===== src/rtl/cam_sim_pkg.sv =====
// Shared definitions for the camera pattern generator: pattern mode codes,
// frame FSM state encoding and the RGB565 colour-bar table.
package cam_sim_pkg;

  localparam logic [1:0] MODE_SOLID = 2'd0;
  localparam logic [1:0] MODE_BARS  = 2'd1;
  localparam logic [1:0] MODE_RAMP  = 2'd2;
  localparam logic [1:0] MODE_CHECK = 2'd3;

  typedef enum logic [2:0] {
    ST_IDLE   = 3'd0,
    ST_VSYNC  = 3'd1,
    ST_VBACK  = 3'd2,
    ST_ACTIVE = 3'd3,
    ST_VFRONT = 3'd4
  } cam_state_e;

  // white, yellow, cyan, green, magenta, red, blue, black
  localparam logic [15:0] BAR_TABLE [8] = '{
    16'hFFFF, 16'hFFE0, 16'h07FF, 16'h07E0,
    16'hF81F, 16'hF800, 16'h001F, 16'h0000
  };

  function automatic logic [15:0] bar_color(input logic [2:0] idx);
    return BAR_TABLE[idx];
  endfunction

endpackage


===== src/rtl/camera_pattern_gen_if.sv =====
// Camera-side bus of the pattern generator: pixel clock, syncs, byte data
// and the frame status strobes.
interface camera_pattern_gen_if;
  logic       cam_pclk;
  logic       cam_vsync;
  logic       cam_href;
  logic [7:0] cam_data;
  logic       frame_start;
  logic       busy;

  modport master (
    output cam_pclk, cam_vsync, cam_href, cam_data, frame_start, busy
  );

  modport slave (
    input cam_pclk, cam_vsync, cam_href, cam_data, frame_start, busy
  );
endinterface


===== src/rtl/cam_pattern_lut.sv =====
// Combinational test-pattern source: maps (mode, pixel x, bit 3 of line y,
// latched solid colour) to one RGB565 pixel.
module cam_pattern_lut
  import cam_sim_pkg::*;
#(
  parameter int H_ACTIVE = 640
) (
  input  logic [1:0]  i_mode,
  input  logic [15:0] i_x,
  input  logic        i_y_b3,
  input  logic [15:0] i_color,
  output logic [15:0] o_pix
);

  logic [2:0] w_bar;

  // Select the pixel value for the current mode; the bar index is
  // multiply-then-divide in 20 bits so wide lines never overflow.
  always_comb begin
    w_bar = 3'(({4'b0000, i_x} << 3) / 20'(H_ACTIVE));
    o_pix = 16'h0000;
    case (i_mode)
      MODE_SOLID: o_pix = i_color;
      MODE_BARS:  o_pix = bar_color(w_bar);
      MODE_RAMP:  o_pix = i_x;
      MODE_CHECK: o_pix = (i_x[3] ^ i_y_b3) ? 16'hFFFF : 16'h0000;
      default:    o_pix = 16'h0000;
    endcase
  end

endmodule


===== src/rtl/camera_pattern_gen.sv =====
// OV7670-style camera source: divided pixel clock, VSYNC/HREF framing and
// RGB565 or mono byte data. Framing advances only on pclk falling edges so
// data is stable half a pclk period before each rising edge.
module camera_pattern_gen
  import cam_sim_pkg::*;
#(
  parameter int H_ACTIVE      = 640,
  parameter int V_ACTIVE      = 480,
  parameter int H_BLANK       = 144,
  parameter int VSYNC_LINES   = 3,
  parameter int V_BACK        = 17,
  parameter int V_FRONT       = 10,
  parameter int BYTES_PER_PIX = 2,
  parameter int CLK_DIV       = 2
) (
  input  logic                       clk,
  input  logic                       rst_n,
  input  logic                       en,
  input  logic [1:0]                 mode,
  input  logic [15:0]                solid_color,
  camera_pattern_gen_if.master       bus
);

  localparam int ACT_BYTES = H_ACTIVE * BYTES_PER_PIX;
  localparam int LINE_LEN  = ACT_BYTES + H_BLANK;
  localparam int HW        = (LINE_LEN > 1) ? $clog2(LINE_LEN) : 1;
  localparam int VMAX_A    = (VSYNC_LINES > V_BACK) ? VSYNC_LINES : V_BACK;
  localparam int VMAX_B    = (V_ACTIVE > V_FRONT) ? V_ACTIVE : V_FRONT;
  localparam int VMAX      = (VMAX_A > VMAX_B) ? VMAX_A : VMAX_B;
  localparam int VW        = $clog2(VMAX + 1);
  localparam int DW        = $clog2(CLK_DIV);

  logic [DW-1:0] r_div;
  cam_state_e    r_state, w_state_nxt;
  logic [HW-1:0] r_hcnt, w_hcnt_nxt;
  logic [VW-1:0] r_vcnt, w_vcnt_nxt;
  logic [1:0]    r_mode, w_mode_nxt;
  logic [15:0]   r_color, w_color_nxt;
  logic          r_fs, w_fs_nxt;

  logic          w_tick;
  logic          w_hwrap;
  logic          w_vlast;
  logic          w_start;
  logic [VW-1:0] w_len_last;
  logic          w_href;
  logic          w_lo;
  logic          w_y_b3;
  logic [15:0]   w_x;
  logic [15:0]   w_pix;

  // The last divider count is the clk cycle whose closing edge drops pclk.
  assign w_tick  = (r_div == DW'(CLK_DIV - 1));
  assign w_hwrap = (r_hcnt == HW'(LINE_LEN - 1));
  assign w_vlast = (r_vcnt == w_len_last);

  // Free-running pixel clock divider, independent of en.
  always_ff @(posedge clk or negedge rst_n) begin
    if (!rst_n) r_div <= '0;
    else        r_div <= w_tick ? '0 : r_div + 1'b1;
  end

  // Number of lines (minus one) spent in the current frame phase.
  always_comb begin
    w_len_last = '0;
    case (r_state)
      ST_VSYNC:  w_len_last = VW'(VSYNC_LINES - 1);
      ST_VBACK:  w_len_last = VW'(V_BACK - 1);
      ST_ACTIVE: w_len_last = VW'(V_ACTIVE - 1);
      ST_VFRONT: w_len_last = VW'(V_FRONT - 1);
      default:   w_len_last = '0;
    endcase
  end

  // Frame FSM next-state: counters move on fall ticks only; en is checked
  // only in IDLE and at the end of the front porch, where a new frame
  // relatches mode and colour.
  always_comb begin
    w_state_nxt = r_state;
    w_hcnt_nxt  = r_hcnt;
    w_vcnt_nxt  = r_vcnt;
    w_mode_nxt  = r_mode;
    w_color_nxt = r_color;
    w_fs_nxt    = 1'b0;
    w_start     = 1'b0;
    if (w_tick) begin
      if (r_state == ST_IDLE) begin
        w_start = en;
      end else begin
        w_hcnt_nxt = w_hwrap ? '0 : r_hcnt + 1'b1;
        if (w_hwrap) begin
          w_vcnt_nxt = w_vlast ? '0 : r_vcnt + 1'b1;
          if (w_vlast) begin
            case (r_state)
              ST_VSYNC:  w_state_nxt = (V_BACK > 0) ? ST_VBACK : ST_ACTIVE;
              ST_VBACK:  w_state_nxt = ST_ACTIVE;
              ST_ACTIVE: begin
                if (V_FRONT > 0) begin
                  w_state_nxt = ST_VFRONT;
                end else begin
                  w_state_nxt = ST_IDLE;
                  w_start     = en;
                end
              end
              ST_VFRONT: begin
                w_state_nxt = ST_IDLE;
                w_start     = en;
              end
              default:   w_state_nxt = ST_IDLE;
            endcase
          end
        end
      end
      if (w_start) begin
        w_state_nxt = ST_VSYNC;
        w_hcnt_nxt  = '0;
        w_vcnt_nxt  = '0;
        w_mode_nxt  = mode;
        w_color_nxt = solid_color;
        w_fs_nxt    = 1'b1;
      end
    end
  end

  // Frame FSM state, counters and latched pattern settings.
  always_ff @(posedge clk or negedge rst_n) begin
    if (!rst_n) begin
      r_state <= ST_IDLE;
      r_hcnt  <= '0;
      r_vcnt  <= '0;
      r_mode  <= 2'd0;
      r_color <= 16'h0000;
      r_fs    <= 1'b0;
    end else begin
      r_state <= w_state_nxt;
      r_hcnt  <= w_hcnt_nxt;
      r_vcnt  <= w_vcnt_nxt;
      r_mode  <= w_mode_nxt;
      r_color <= w_color_nxt;
      r_fs    <= w_fs_nxt;
    end
  end

  assign w_href = (r_state == ST_ACTIVE) && (r_hcnt < HW'(ACT_BYTES));
  assign w_x    = 16'(r_hcnt >> (BYTES_PER_PIX - 1));
  assign w_lo   = (BYTES_PER_PIX == 2) && r_hcnt[0];
  assign w_y_b3 = |(r_vcnt & VW'(8));

  cam_pattern_lut #(
    .H_ACTIVE (H_ACTIVE)
  ) u_lut (
    .i_mode  (r_mode),
    .i_x     (w_x),
    .i_y_b3  (w_y_b3),
    .i_color (r_color),
    .o_pix   (w_pix)
  );

  assign bus.cam_pclk    = (r_div >= DW'(CLK_DIV / 2));
  assign bus.cam_vsync   = (r_state == ST_VSYNC);
  assign bus.cam_href    = w_href;
  assign bus.cam_data    = w_href ? (w_lo ? w_pix[7:0] : w_pix[15:8]) : 8'h00;
  assign bus.frame_start = r_fs;
  assign bus.busy        = (r_state != ST_IDLE);

endmodule


===== src/flat_wrapper.sv =====
// flat-port wrapper written by rule: the top's interface ports become plain ports
module camera_pattern_gen_flat import cam_sim_pkg::*;
#(
  parameter int H_ACTIVE      = 640,
  parameter int V_ACTIVE      = 480,
  parameter int H_BLANK       = 144,
  parameter int VSYNC_LINES   = 3,
  parameter int V_BACK        = 17,
  parameter int V_FRONT       = 10,
  parameter int BYTES_PER_PIX = 2,
  parameter int CLK_DIV       = 2
)
  (clk, rst_n, en, mode, solid_color, bus_cam_pclk, bus_cam_vsync, bus_cam_href, bus_cam_data, bus_frame_start, bus_busy);
  camera_pattern_gen_if bus_i ();
  input  logic clk;
  input  logic rst_n;
  input  logic en;
  input  logic [1:0] mode;
  input  logic [15:0] solid_color;
  output wire logic [$bits(bus_i.cam_pclk)-1:0] bus_cam_pclk;
  output wire logic [$bits(bus_i.cam_vsync)-1:0] bus_cam_vsync;
  output wire logic [$bits(bus_i.cam_href)-1:0] bus_cam_href;
  output wire logic [$bits(bus_i.cam_data)-1:0] bus_cam_data;
  output wire logic [$bits(bus_i.frame_start)-1:0] bus_frame_start;
  output wire logic [$bits(bus_i.busy)-1:0] bus_busy;
  assign bus_cam_pclk = bus_i.cam_pclk;
  assign bus_cam_vsync = bus_i.cam_vsync;
  assign bus_cam_href = bus_i.cam_href;
  assign bus_cam_data = bus_i.cam_data;
  assign bus_frame_start = bus_i.frame_start;
  assign bus_busy = bus_i.busy;
  camera_pattern_gen #(.H_ACTIVE(H_ACTIVE), .V_ACTIVE(V_ACTIVE), .H_BLANK(H_BLANK), .VSYNC_LINES(VSYNC_LINES), .V_BACK(V_BACK), .V_FRONT(V_FRONT), .BYTES_PER_PIX(BYTES_PER_PIX), .CLK_DIV(CLK_DIV)) u_core (.clk(clk), .rst_n(rst_n), .en(en), .mode(mode), .solid_color(solid_color), .bus(bus_i));
endmodule

===== config.mk =====
export PLATFORM = sky130hd
export DESIGN_NAME = camera_pattern_gen_flat
export DESIGN_NICKNAME = d
export VERILOG_FILES = /design/src/rtl/cam_sim_pkg.sv /design/src/rtl/camera_pattern_gen_if.sv /design/src/rtl/cam_pattern_lut.sv /design/src/rtl/camera_pattern_gen.sv /design/src/flat_wrapper.sv
export SDC_FILE = /design/constraint.sdc
export NUM_CORES = 1
export LEC_CHECK = 0
export CAP_MARGIN = 20
export CORE_ASPECT_RATIO = 1.2
export CORE_UTILIZATION = 45
export CTS_BUF_LIST = sky130_fd_sc_hd__clkbuf_4
export DETAILED_ROUTE_END_ITERATION = 8
export PLACE_DENSITY = 0.66
export SLEW_MARGIN = 15
export SYNTH_ARGS = -nofsm -noshare
export SYNTH_HDL_FRONTEND = slang
export SYNTH_SLANG_ARGS = --single-unit

===== constraint.sdc =====
create_clock -name clk -period 2.79 [get_ports clk]
set_clock_uncertainty 0.15 [all_clocks]
set_input_delay 0.558 -clock clk [delete_from_list [all_inputs] [get_ports clk]]
set_output_delay 0.558 -clock clk [all_outputs]
set_load 0.05 [all_outputs]

---- Word-level counts from Yosys, hierarchy flattened ----
Memories as Yosys holds them, arrays and structs flattened.
Cells that the tools add are included.
word-level totals
  word-level logic and storage cells ...... 64
  input bits .............................. 21
  register bits after elaboration ......... 43
  memories ................................ 1
  output and inout bits ................... 13
  bits in read-only memories .............. 128
memories
  name             depth  width  rd ports  clocked after Yosys merged registers in  wr ports  RTL line           RTL
  (no name shown)  8      16     1         0                                        0         cam_sim_pkg.sv:25  return BAR_TABLE[idx];
cells by class
  eq/ne operators ......................... 10
  div/mod/pow operators ................... 1
  reduce and logical (&&, ||, !) cells .... 10
  bitwise logic cells ..................... 2
  multiplexer cells ....................... 27
  add/subtract/negate cells ............... 3
  magnitude comparators ................... 3
operator list
  kind                                                       number
  case mux 16 bit (4 select lines)                           1
  2-to-1 mux 16 bit                                          3
  2-to-1 mux 9 bit                                           4
  case mux 9 bit (4 select lines)                            1
  2-to-1 mux 11 bit                                          3
  divider 13 x 10 -> 20 bit (second input constant)          1
  2-to-1 mux 8 bit                                           2
  2-to-1 mux 3 bit                                           4
  adder 11 x 1 -> 11 bit (second input constant)             1
  == test 11 bit (second input constant)                     1
  < comparator 11 bit (second input constant)                1
  adder 9 x 1 -> 9 bit (second input constant)               1
  == test 9 bit                                              1
  case mux 3 bit (3 select lines)                            1
  2-to-1 mux 1 bit                                           8
  == test 3 x 2 -> 1 bit (second input constant)             2
  == test 2 bit (second input constant)                      2
  greater-or-equal comparator 4 bit (second input constant)  1
  inverter 3 -> 4 bit                                        1
  AND reduction 2 bit                                        2
  AND reduction 4 bit                                        1
  nonzero test 2 bit                                         2
  == test 3 x 1 -> 1 bit (second input constant)             1
  == test 3 bit (second input constant)                      1
  10 further kinds                                           10

---- Depth between registers and ports, before layout ----
Gate-level depths: netlist of run 1.
  depth after elaboration ................. 9
  mapped depth ............................ 7
  gate-level depth less buffers ........... 6

---- Modules after synthesis ----
From an unflattened synthesis of run 1, not the netlist that was laid out.
second synthesis, totals
  cell total of the unflattened synthesis .. 423
  area, all modules ....................... 3,761.1 µm²
modules (own cells, without submodules)
  module              area an instance (µm²)  cells an instance  sequential area each (µm²)  instances
  camera_pattern_gen  2,308.5                 234                1,076.0                     1
  cam_pattern_lut     1,452.6                 189                0.0                         1

---- Worst setup path after synthesis of run 1 ----
OpenSTA, ideal clock, no wires.
  path kind ............................... register to output
  start point ............................. register u_core.r_hcnt[7]
  end point ............................... output port bus_cam_data[4]
  buffers on the path ..................... 1
  slack ................................... -0.536 ns
  required time ........................... 2.082 ns
  cell stages (with the launch flop) ...... 7
  arrival time ............................ 2.618 ns
  cell sequence ........................... dfrtp_1 > clkbuf_1 > nor2b_1 > nor3b_1 > o31ai_1 > a31oi_1 > a211oi_1
on the way
  word-level cells in the longest chain between the ends .. 8
  elaborated cells on any way between the ends .. 10
  those cells by class .................... 1 x div; 1 x order compare; 5 x mux; 1 x bitwise; 1 x reduce/logical; 1 x memory
ends and longest elaborated chain
  what                                                   RTL line                   RTL
  start, declared                                        camera_pattern_gen.sv:35   logic [HW-1:0] r_hcnt, w_hcnt_nxt;
  start signal, assigned                                 camera_pattern_gen.sv:136  r_hcnt <= w_hcnt_nxt;
  divider 13 x 10 -> 20 bit                              cam_pattern_lut.sv:20      w_bar = 3'(({4'b0000, i_x} << 3) / 20'(H_ACTIVE));
  inverter 3 -> 4 bit (implied by the code)              cam_sim_pkg.sv:25
  memory (8 x 16 bit)                                    -
  2-to-1 mux 16 bit (implied by the code) (2 in series)  cam_sim_pkg.sv:25
  case mux 16 bit (4 select lines)                       cam_pattern_lut.sv:22      case (i_mode)
  2-to-1 mux 8 bit                                       camera_pattern_gen.sv:162  assign bus.cam_data = w_href ? (w_lo ? w_pix[7:0] : w_pix[15:8]) : 8'h00;
  2-to-1 mux 8 bit *                                     camera_pattern_gen.sv:162
  end, declared                                          flat_wrapper.sv:23         output wire logic [$bits(bus_i.cam_data)-1:0] bus_cam_data;
Mark *: on every way between the ends. The rest lies on a longest branch, timed or not. The select of a mux whose other input is x is not followed.

---- Final worst setup path of run 1 ----
  start point ............................. register u_core.r_hcnt[7]
  end point ............................... output port bus_cam_data[7]
The elaborated chain is that of the path after synthesis.

==> results.yml, run 1 <==
cts:
  cts_inserted_buffers: 5
  cts.path.max_buffers: 2
  cts.sinks: 43
  path_clk_slew_ns: 0.14
  cts_tree: "yes"
  clk_latency_ns: 0.37
  htreeDepth: 2
  root_buffer: "clkbuf_4"
placement:
  io_buffer_count: 33
  hpwl_um: 6050
  gp_congestion: 0.897
  placed_cells: 478
finish:
  finalNonFillerCells: 501
  area_delta_synth_final_pct: 35.7
  drive_above_1_share: 0.281
  multi_input_area_sq_mm: 0.00201
  nets: 438
  nFillCells: 557
  antenna_cells: 0
  final-seq-area_sq_mm: 0.00108
route:
  drc: 0
  wire_per_inst_um: 17.4
  dr.first_iter.drc_count: 211
  antenna_left: 0
  dr.pass1.iters: 6
  vias: 3027
  vias_per_cell: 6.04
  routed_wl_um: 8740
sta:
  worst_slack_ns: -0.193
  drv_slew: 0
  finalSetupViolCount: 8
  relSlewSlack: 0.605
  fin_setup_tns_ns: -1.28
  fmax_ghz: 0.335
  rsz0062_at_grt: "true"
  finalCritPeriodShare: 1.07
  period_minus_slack_ns: 2.98
  hold_viol: 0
  worst-slew-pin-transition_ns: 0.591
outcome:
  violations: "negative setup slack"
  status: "complete, but fails checks"
synthesis:
  synth_area_leaders: "dfrtp_1 (36%), nand2_1 (7.7%), o22ai_1 (3.5%)"
  synth_commonest_cells: "nand2_1 (62), dfrtp_1 (43), nor2_1 (26)"
  yosysSeqAreaShare: 0.357
  async_flop_share: 1.00
  yosysTopAreaCell: "dfrtp_1"
  synth_edf_count: 0
  syn_area_sq_mm: 0.00301
  netlist.area_leader.share: 0.357
  ys.warnings.count: 0
  postSynthAreaPerCell_sq_um: 8.50
  synthCells: 354
  synthesis.nets: 377
  synth_most_common_cell: "nand2_1"
  synthFlopType: "dfrtp_1"
  synth_seq_cells: 43
  synth_cell_types: 67
floorplanning:
  pin_count: 34
  start_util: 0.467
  die_h_um: 91.6
  fp-row-count: 32
  die_x_um: 76.7
  die_area_sq_mm: 0.00702
  core_sq_mm: 0.00645
power_and_ir_drop:
  fin_total_pwr_w: 0.00315
  max-vdd-ir-drop_v: 0.000593
  p_per_area_mw_per_mm2: 771
  p_leak_nw: 1.66
setup_path:
  reg2reg_slack_ns: 0.21
  cp-start-kind: "flop"
  cp-startpoint: "u_core.r_hcnt[7]"
  cp_max_fo: 6
  cp-end-kind: "primary output"
  path_class: "reg2out"
  required_ns: 2.08
  reg2reg_from: "u_core.r_hcnt[9]"
  arrival_ns: 2.27
grt:
  grt_max_degree: 20
  grt_pass1_wl_um: 14200
  grt_overflow: 0
  globalRouteTotalUtil: 0.257
  antenna_found_initial: 0
  grt_pass1_vias: 2956
job:
  cap_violations: 0
worst_hold_path:
  min_from: "u_core.r_div"
  hp-class: "reg2reg"
[state kept, by name (all words and copies together), names as in the netlist]
name                    cells
u_core.bus.frame_start      1
u_core.r_hcnt              11
u_core.r_state              3
u_core.r_mode               2
u_core.r_div                1
u_core.r_vcnt               9
u_core.r_color             16
[path summary, 6_finish.rpt]
path | to | cells past startpoint
worst max-delay path | bus_cam_data[7] | 9
max in group asynchronous | u_core.r_hcnt[8] | 3
worst max register to register | u_core.r_state[2] | 6
min in group asynchronous | u_core.r_state[0] | 2
worst min-delay path | u_core.r_div | 1
worst min register to register | u_core.r_div | 1
[where the power goes]
group          internal [W]  switching (W)
clock              0.000189       0.000233
combinational      0.000772       0.000996
sequential         0.000787       0.000174
[worst max-delay path, stage by stage (launching register included)]
cell and delay [ns]:
dfrtp_2 0.49, buf_4 0.19, nor2_4 0.13, o2111ai_4 0.15
a311oi_2 0.26, buf_4 0.19, buf_6 0.10, nand3_1 0.09
o2111ai_2 0.13, buf_12 0.17
[layer usage]
layer  GRT usage  vias to the layer above  share of wire
li1            -                     1416              -
met1       0.305                     1490           0.41
met2       0.460                      104           0.52
met3      0.0372                       17          0.040
met4      0.0994                        0          0.025
met5           0                        -              0
[layout make-up]
cell class | instances | area share
clock buffers | 5 | 0.00919
clock inverters | 3 | 0.0107
inverters | 12 | 0.0110
multi-input cells | 275 | 0.492
flip-flops and latches | 43 | 0.265
well taps | 85 | 0.0260
repair buffers | 78 | 0.186
[placed cells by master (no fill, tap or decap), drive strengths merged, types with 6 or more instances in the layout]
cell	instances
nand2	62
buf	55
dfrtp	43
nor2	26
clkdlybuf4s50	21
o22ai	17
nand3	15
o21ai	14
inv	12
nor2b	12
a21oi	8
xnor2	8
o211ai	7
a211oi	7
nor3	6
o311ai	6
[repair_timing]
action | CTS | global route
buffers inserted | 11 | 4
hold buffers | 1 | 0
endpoints found under the setup margin | 8 | 9
hold endpoints to repair | 12 | 0
pin swaps | 8 | 10
gates resized for setup | 35 | 28
[cell families (layout without fill, tap and decap cells)]
family | count (synthesis) | after routing | share of synthesized area
AO/OA/AOI/OAI | 102 | 102 | 0.259
XOR/XNOR | 13 | 13 | 0.0378
adder cells (fa/ha/maj) | 2 | 2 | 0.00831
buffers and inverters | 36 | 98 | 0.0603
flip-flops | 43 | 43 | 0.357
multiplexers | 4 | 4 | 0.0137
AND/OR/NAND/NOR | 154 | 154 | 0.263
[per-stage QoR]
stage                util  cell area, sq um  worst slack (ns)  hold WS, ns
CTS                 0.609              3930            -0.185        0.364
finish              0.634              4080            -0.193        0.378
global placement    0.563              3630            0.0882        0.328
global route        0.634              4080            -0.312        0.406
detailed placement  0.563              3630            0.0482        0.336
floorplan               -              3060            -0.180        0.112
No activity file was read; power rests on OpenSTA's default activity.
==> run 2, diff against run 1 <==
--- a/config.mk
+++ b/config.mk
@@ -9,6 +9,7 @@
 export CORE_ASPECT_RATIO = 1.2
 export CORE_UTILIZATION = 45
 export CTS_BUF_LIST = sky130_fd_sc_hd__clkbuf_4
+export CTS_CLUSTER_DIAMETER = 120
 export DETAILED_ROUTE_END_ITERATION = 8
 export PLACE_DENSITY = 0.66
 export SLEW_MARGIN = 15
==> results of run 2 <==
No change in the layout: final DEF, timing and power equal those of run 1.
==> run 3, diff against run 2 <==
--- a/config.mk
+++ b/config.mk
@@ -12,7 +12,7 @@
 export CTS_CLUSTER_DIAMETER = 120
 export DETAILED_ROUTE_END_ITERATION = 8
 export PLACE_DENSITY = 0.66
-export SLEW_MARGIN = 15
+export SLEW_MARGIN = 20
 export SYNTH_ARGS = -nofsm -noshare
 export SYNTH_HDL_FRONTEND = slang
 export SYNTH_SLANG_ARGS = --single-unit
==> results of run 3 <==
No change in the layout: final DEF, timing and power equal those of run 1.
==> patch 1: new RTL, config.mk and constraints of run 3 <==
`VSYNC_LINES` is set to 3 in 2 places; all go to 2.
--- a/src/rtl/camera_pattern_gen.sv
+++ b/src/rtl/camera_pattern_gen.sv
@@ -7,7 +7,7 @@
   parameter int H_ACTIVE      = 640,
   parameter int V_ACTIVE      = 480,
   parameter int H_BLANK       = 144,
-  parameter int VSYNC_LINES   = 3,
+  parameter int VSYNC_LINES   = 2,
   parameter int V_BACK        = 17,
   parameter int V_FRONT       = 10,
   parameter int BYTES_PER_PIX = 2,
--- a/src/flat_wrapper.sv
+++ b/src/flat_wrapper.sv
@@ -4,7 +4,7 @@
   parameter int H_ACTIVE      = 640,
   parameter int V_ACTIVE      = 480,
   parameter int H_BLANK       = 144,
-  parameter int VSYNC_LINES   = 3,
+  parameter int VSYNC_LINES   = 2,
   parameter int V_BACK        = 17,
   parameter int V_FRONT       = 10,
   parameter int BYTES_PER_PIX = 2,
Check against the original RTL: same outputs for any inputs over 10 cycles, from zero or initial values and one cycle with rst_n low; that may be too few to reach the edited logic, so the function may still have changed.
==> patch 1 against run 3 <==
Synthesized cell count shrank 19%. The run still ends with setup timing left. Area after synthesis is 8.9% lower. Critical endpoint is now bus_cam_data[4]. Setup slack got worse by 0.13 ns. Via count decreased by 19%. Wire length shrank 14%. Sequential cell count unchanged. Cell area down 4.3%.
Power is not compared: it rests on default switching activity, and its combinational part moved more than twofold at a synthesized area within 25%.
==> patch 1: results (changes against run 3) <==
placed instance area - 0.00354 mm2 (-2.5%)
Relative slew margins - 0.515 (-0.0901)
WP data arrival - 2.41 ns (+0.14 ns)
Synth top cells by count - dfrtp_1 (43), nor2_1 (33), o21ai_0 (19), mux2_4 (18), nand2_1 (17)
GR Util All Layers - 0.242 (-0.0149)
Initial DRC Count - 79 (-63%)
Avg WL per Cell - 17.3 um (-0.92%)
Syn Nets - 310 (-18%)
Hold EP - u_core.r_color[8]
status - finished, violations left
Reg-to-Reg Start - u_core.r_vcnt[6]
Seq/Total Area, Yosys - 0.393 (+0.0351)
met3 Resource Use GR - 0.0359 (-0.00131)
violated checks - setup timing
Vias - 2,442 (-19%)
synth top area cells - dfrtp_1 (39%), mux2_4 (9.9%), nor2_1 (4.5%)
Worst R2R Setup Slack - 0.17 ns (-0.04 ns)
number of library cell types mapped by synthesis - 56 (-16%)
largest net degree at the start of global routing - 33 (+65%)
DP HPWL - 5260 um (-13%)
met2 Usage GRT - 0.466 (+0.00651)
first-pass GRT wire length - 11,600 um (-19%)
worst hold slack - 0.379 ns (+0.00144 ns)
endpoints failing setup - 8 (unchanged)
met1 Usage GRT - 0.257 (-0.0479)
final setup margin - -0.326 ns (-0.134 ns)
min-delay src - u_core.r_color[8]
==> patch 1: changes by cell type in the layout (fill, tap and decap cells not counted), moves of 5 or more <==
cell / change
mux2_4: +18
and3_1: +8
nand3_1: -6
nor2_1: +8
o211ai_1: -7
o22ai_1: -15
buf_6: -8
o311ai_0: -5
nand2b_1: +7
o21ai_0: +5
nand2_1: -43
==> patch 1: how the worst max path moves through the flow <==
stage                      endpoint  cells past startpoint  slack (ns)
floorplan           bus_cam_data[0]                      7       -0.05
global placement    bus_cam_data[2]                      8       -0.08
detailed placement  bus_cam_data[4]                      8       -0.13
CTS                 bus_cam_data[1]                      7       -0.32
global route        bus_cam_data[1]                      8       -0.40
finish              bus_cam_data[4]                      7       -0.33
==> patch 1: through the flow <==
stage | setup WS (ns) | cells | util | setup TNS [ns]
after floorplan | -0.0463 | 287 | - | -0.0926
after global placement | -0.0817 | 420 | 0.612 | -0.324
after detailed placement | -0.128 | 420 | 0.612 | -0.386
after CTS | -0.317 | 431 | 0.661 | -1.92
after global routing | -0.402 | 433 | 0.676 | -2.94
final | -0.326 | 433 | 0.676 | -2.30
==> patch 1: layer usage <==
layer | share of wire | wire [um] | vias up
met1 | 0.40 | 2960 | 1220
met3 | 0.024 | 177 | 12
li1 | - | - | 1170
met4 | 0.018 | 136 | 0
met2 | 0.56 | 4210 | 40
met5 | 0 | 0 | -
==> patch 1: cell families (layout without fill, tap and decap cells) <==
kind of cell / count (synthesis) / count (layout) / synth area share
simple gates: 110 / 110 / 0.210
compound gates: 73 / 74 / 0.192
flops: 43 / 43 / 0.393
buf+inv: 25 / 90 / 0.0438
mux: 22 / 22 / 0.114
xor+xnor: 12 / 12 / 0.0383
fa+ha+maj: 2 / 2 / 0.00913
==> patch 1: power groups by stage <==
stage / Sequential (mW) / Combinational (mW) / Clock, mW
floorplan: 0.636 / 0.0176 / 0
global placement: 0.636 / 0.0644 / 0
detailed placement: 0.636 / 0.0649 / 0
CTS: 0.624 / 0.0681 / 0.500
global route: 0.625 / 0.0729 / 0.530
finish: 0.624 / 0.0671 / 0.491
==> patch 1: critical path, cell delays in order (launching register included) <==
cell	delay [ns]
dfrtp_2	0.48
or4b_4	0.57
o32ai_4	0.15
a2111oi_4	0.10
o221ai_4	0.18
a21oi_2	0.09
a211o_2	0.33
buf_12	0.15
==> patch 1: repair_timing <==
action | in CTS | in global routing
hold buffers | 1 | 0
resized for setup | 32 | 13
setup buffers | 3 | 1
endpoints found under the hold margin | 11 | 0
setup endpoints to repair | 9 | 27
cloned | 0 | 1
pin swaps | 8 | 2
==> patch 1: cell type report <==
class,count,area [um2]
inverters,10,37.5
repair buffers,72,711
flip-flops and latches,43,1080
clock inverters,3,67.6
multi-input cells,220,1880
fillers,487,1870
well taps,80,100
clock buffers,5,37.5
==> patch 2: new RTL, config.mk and constraints of run 3 <==
Made on the original files. Reset style: synchronous (`rst_n`), changed in 2 clocked blocks.
--- a/src/rtl/camera_pattern_gen.sv
+++ b/src/rtl/camera_pattern_gen.sv
@@ -55,7 +55,7 @@
   assign w_vlast = (r_vcnt == w_len_last);
 
   // Free-running pixel clock divider, independent of en.
-  always_ff @(posedge clk or negedge rst_n) begin
+  always_ff @(posedge clk) begin
     if (!rst_n) r_div <= '0;
     else        r_div <= w_tick ? '0 : r_div + 1'b1;
   end
@@ -123,7 +123,7 @@
   end
 
   // Frame FSM state, counters and latched pattern settings.
-  always_ff @(posedge clk or negedge rst_n) begin
+  always_ff @(posedge clk) begin
     if (!rst_n) begin
       r_state <= ST_IDLE;
       r_hcnt  <= '0;
Formal check against the unedited RTL: differs if rst_n is asserted again (counterexample within 4 cycles, from zero or initial values and one cycle with rst_n low); with rst_n held inactive, the same outputs for 10 cycles.
==> patch 2 against run 3 <==
The flow still finishes with violations (setup timing). Critical path type unchanged. Via count decreased by 3.0%. Die area down 4.8%. Sequential cell count stayed put. Setup slack lost 0.17 ns. Critical path depth shrank 1. Core utilization rose by 2.1 points. Area after synthesis fell by 4.9%. Maximum frequency fell by 5.3%. Wire length decreased by 7.0%. Cell area is 2.5% lower.
Power is not compared: it rests on default switching activity, and its combinational part moved more than twofold at a synthesized area within 25%.
==> patch 2: results (changes against run 3) <==
status - finished, violations left
violated checks - setup timing
cells on worst reg2reg path - 7 (+1)
Synth top cells by count - dfxtp_1 (43), a21oi_1 (34), nor2_1 (28), nand3_1 (27), nand2_1 (24)
Worst R2R Setup Slack - 0.31 ns (+0.10 ns)
asr flop ratio synth - 0 (-1.00)
number of global-route vias before repair - 2,742 (-7.2%)
Syn Nets - 384 (+1.9%)
Initial DRC Count - 116 (-45%)
Hold EP - u_core.r_color[7]
DRT Pass-1 Iters - 5 (-1)
final setup margin - -0.361 ns (-0.168 ns)
Vias - 2,937 (-3.0%)
nets - 450 (+2.7%)
worst reg2reg endpoint - u_core.r_mode[0]
Main synth FF type - dfxtp_1
DP HPWL - 5840 um (-3.4%)
Worst Hold Path Cells - 2 (+1)
GR Util All Layers - 0.259 (+0.00237)
Filler cells - 541 (-2.9%)
Seq/Total Area, Yosys - 0.301 (-0.0567)
worst hold slack - 0.334 ns (-0.0440 ns)
RePlAce Congestion - 0.881 (-1.8%)
Avg WL per Cell - 15.9 um (-8.6%)
endpoints failing setup - 8 (unchanged)
Reg-to-Reg Start - u_core.r_hcnt[0]
WP data arrival - 2.44 ns (+0.17 ns)
dpl ws - -0.121 ns (-0.169 ns)
-- patch 2: per-layer routing --
metal | vias to the layer above | global-route usage | routed length, um
met5 | - | 0 | 0
met4 | 0 | 0.0755 | 104
met3 | 7 | 0.0293 | 366
met2 | 82 | 0.439 | 4070
met1 | 1379 | 0.344 | 3580
li1 | 1469 | - | -
-- patch 2: report_power, final --
group / switching, mW / internal, mW
Sequential: 0.0185 / 0.628
Clock: 0.214 / 0.189
Combinational: 0.138 / 0.108
Total: 0.371 / 0.924
-- patch 2: cell type report --
cell class | count | share of cell area
clock buffers | 5 | 0.00942
clock inverters | 3 | 0.0110
inverters | 12 | 0.0132
multi-input cells | 281 | 0.517
flip-flops and latches | 43 | 0.220
well taps | 82 | 0.0258
repair buffers | 84 | 0.204
-- patch 2: worst max-delay path by stage --
stage | from | cells after the start | slack (ns) | endpoint
5_1_grt | u_core.r_hcnt[7] | 8 | -0.48 | bus_cam_data[0]
3_3_place_gp | u_core.r_hcnt[9] | 7 | -0.06 | bus_cam_data[2]
4_1_cts | u_core.r_hcnt[7] | 9 | -0.32 | bus_cam_data[0]
6_report | u_core.r_hcnt[7] | 8 | -0.36 | bus_cam_data[0]
2_1_floorplan | u_core.r_hcnt[9] | 6 | -0.30 | bus_cam_data[2]
3_5_place_dp | u_core.r_hcnt[9] | 7 | -0.12 | bus_cam_data[0]
-- patch 2: timing repair --
| action | in CTS | in global routing |
|---|---|---|
| pin swaps | 9 | 7 |
| setup endpoints to repair | 8 | 9 |
| setup buffers | 8 | 3 |
| gates resized for setup | 41 | 9 |
| endpoints found under the hold margin | 0 | 0 |
-- patch 2: kinds of logic after synthesis --
logic type | count (synthesis) | share of synthesized area
AOI/OAI and AO/OA | 104 | 0.242
xor gates and xnor gates | 15 | 0.0459
DFF | 43 | 0.301
muxes | 2 | 0.0114
adders and majority gates | 3 | 0.0122
buffers and inverters | 37 | 0.0813
and+or+nand+nor | 157 | 0.307
-- patch 2: metrics by stage --
step / instances / instance area, um2 / TNS, ns / util
finish: 510 / 3980 / -1.96 / 0.654
global route: 510 / 3980 / -2.82 / 0.654
CTS: 507 / 3920 / -1.98 / 0.644
detailed placement: 491 / 3590 / -0.299 / 0.589
global placement: 491 / 3590 / -0.130 / 0.589
floorplan: 361 / 2970 / -0.634 / -
-- patch 2: critical path, stage by stage (launching register included) --
cell     delay [ns]
dfxtp_2        0.37
buf_6          0.12
and2b_2        0.18
nor4_2         0.04
or3_4          0.42
nor4b_4        0.31
o21ai_2        0.14
nor4b_4        0.33
buf_12         0.17
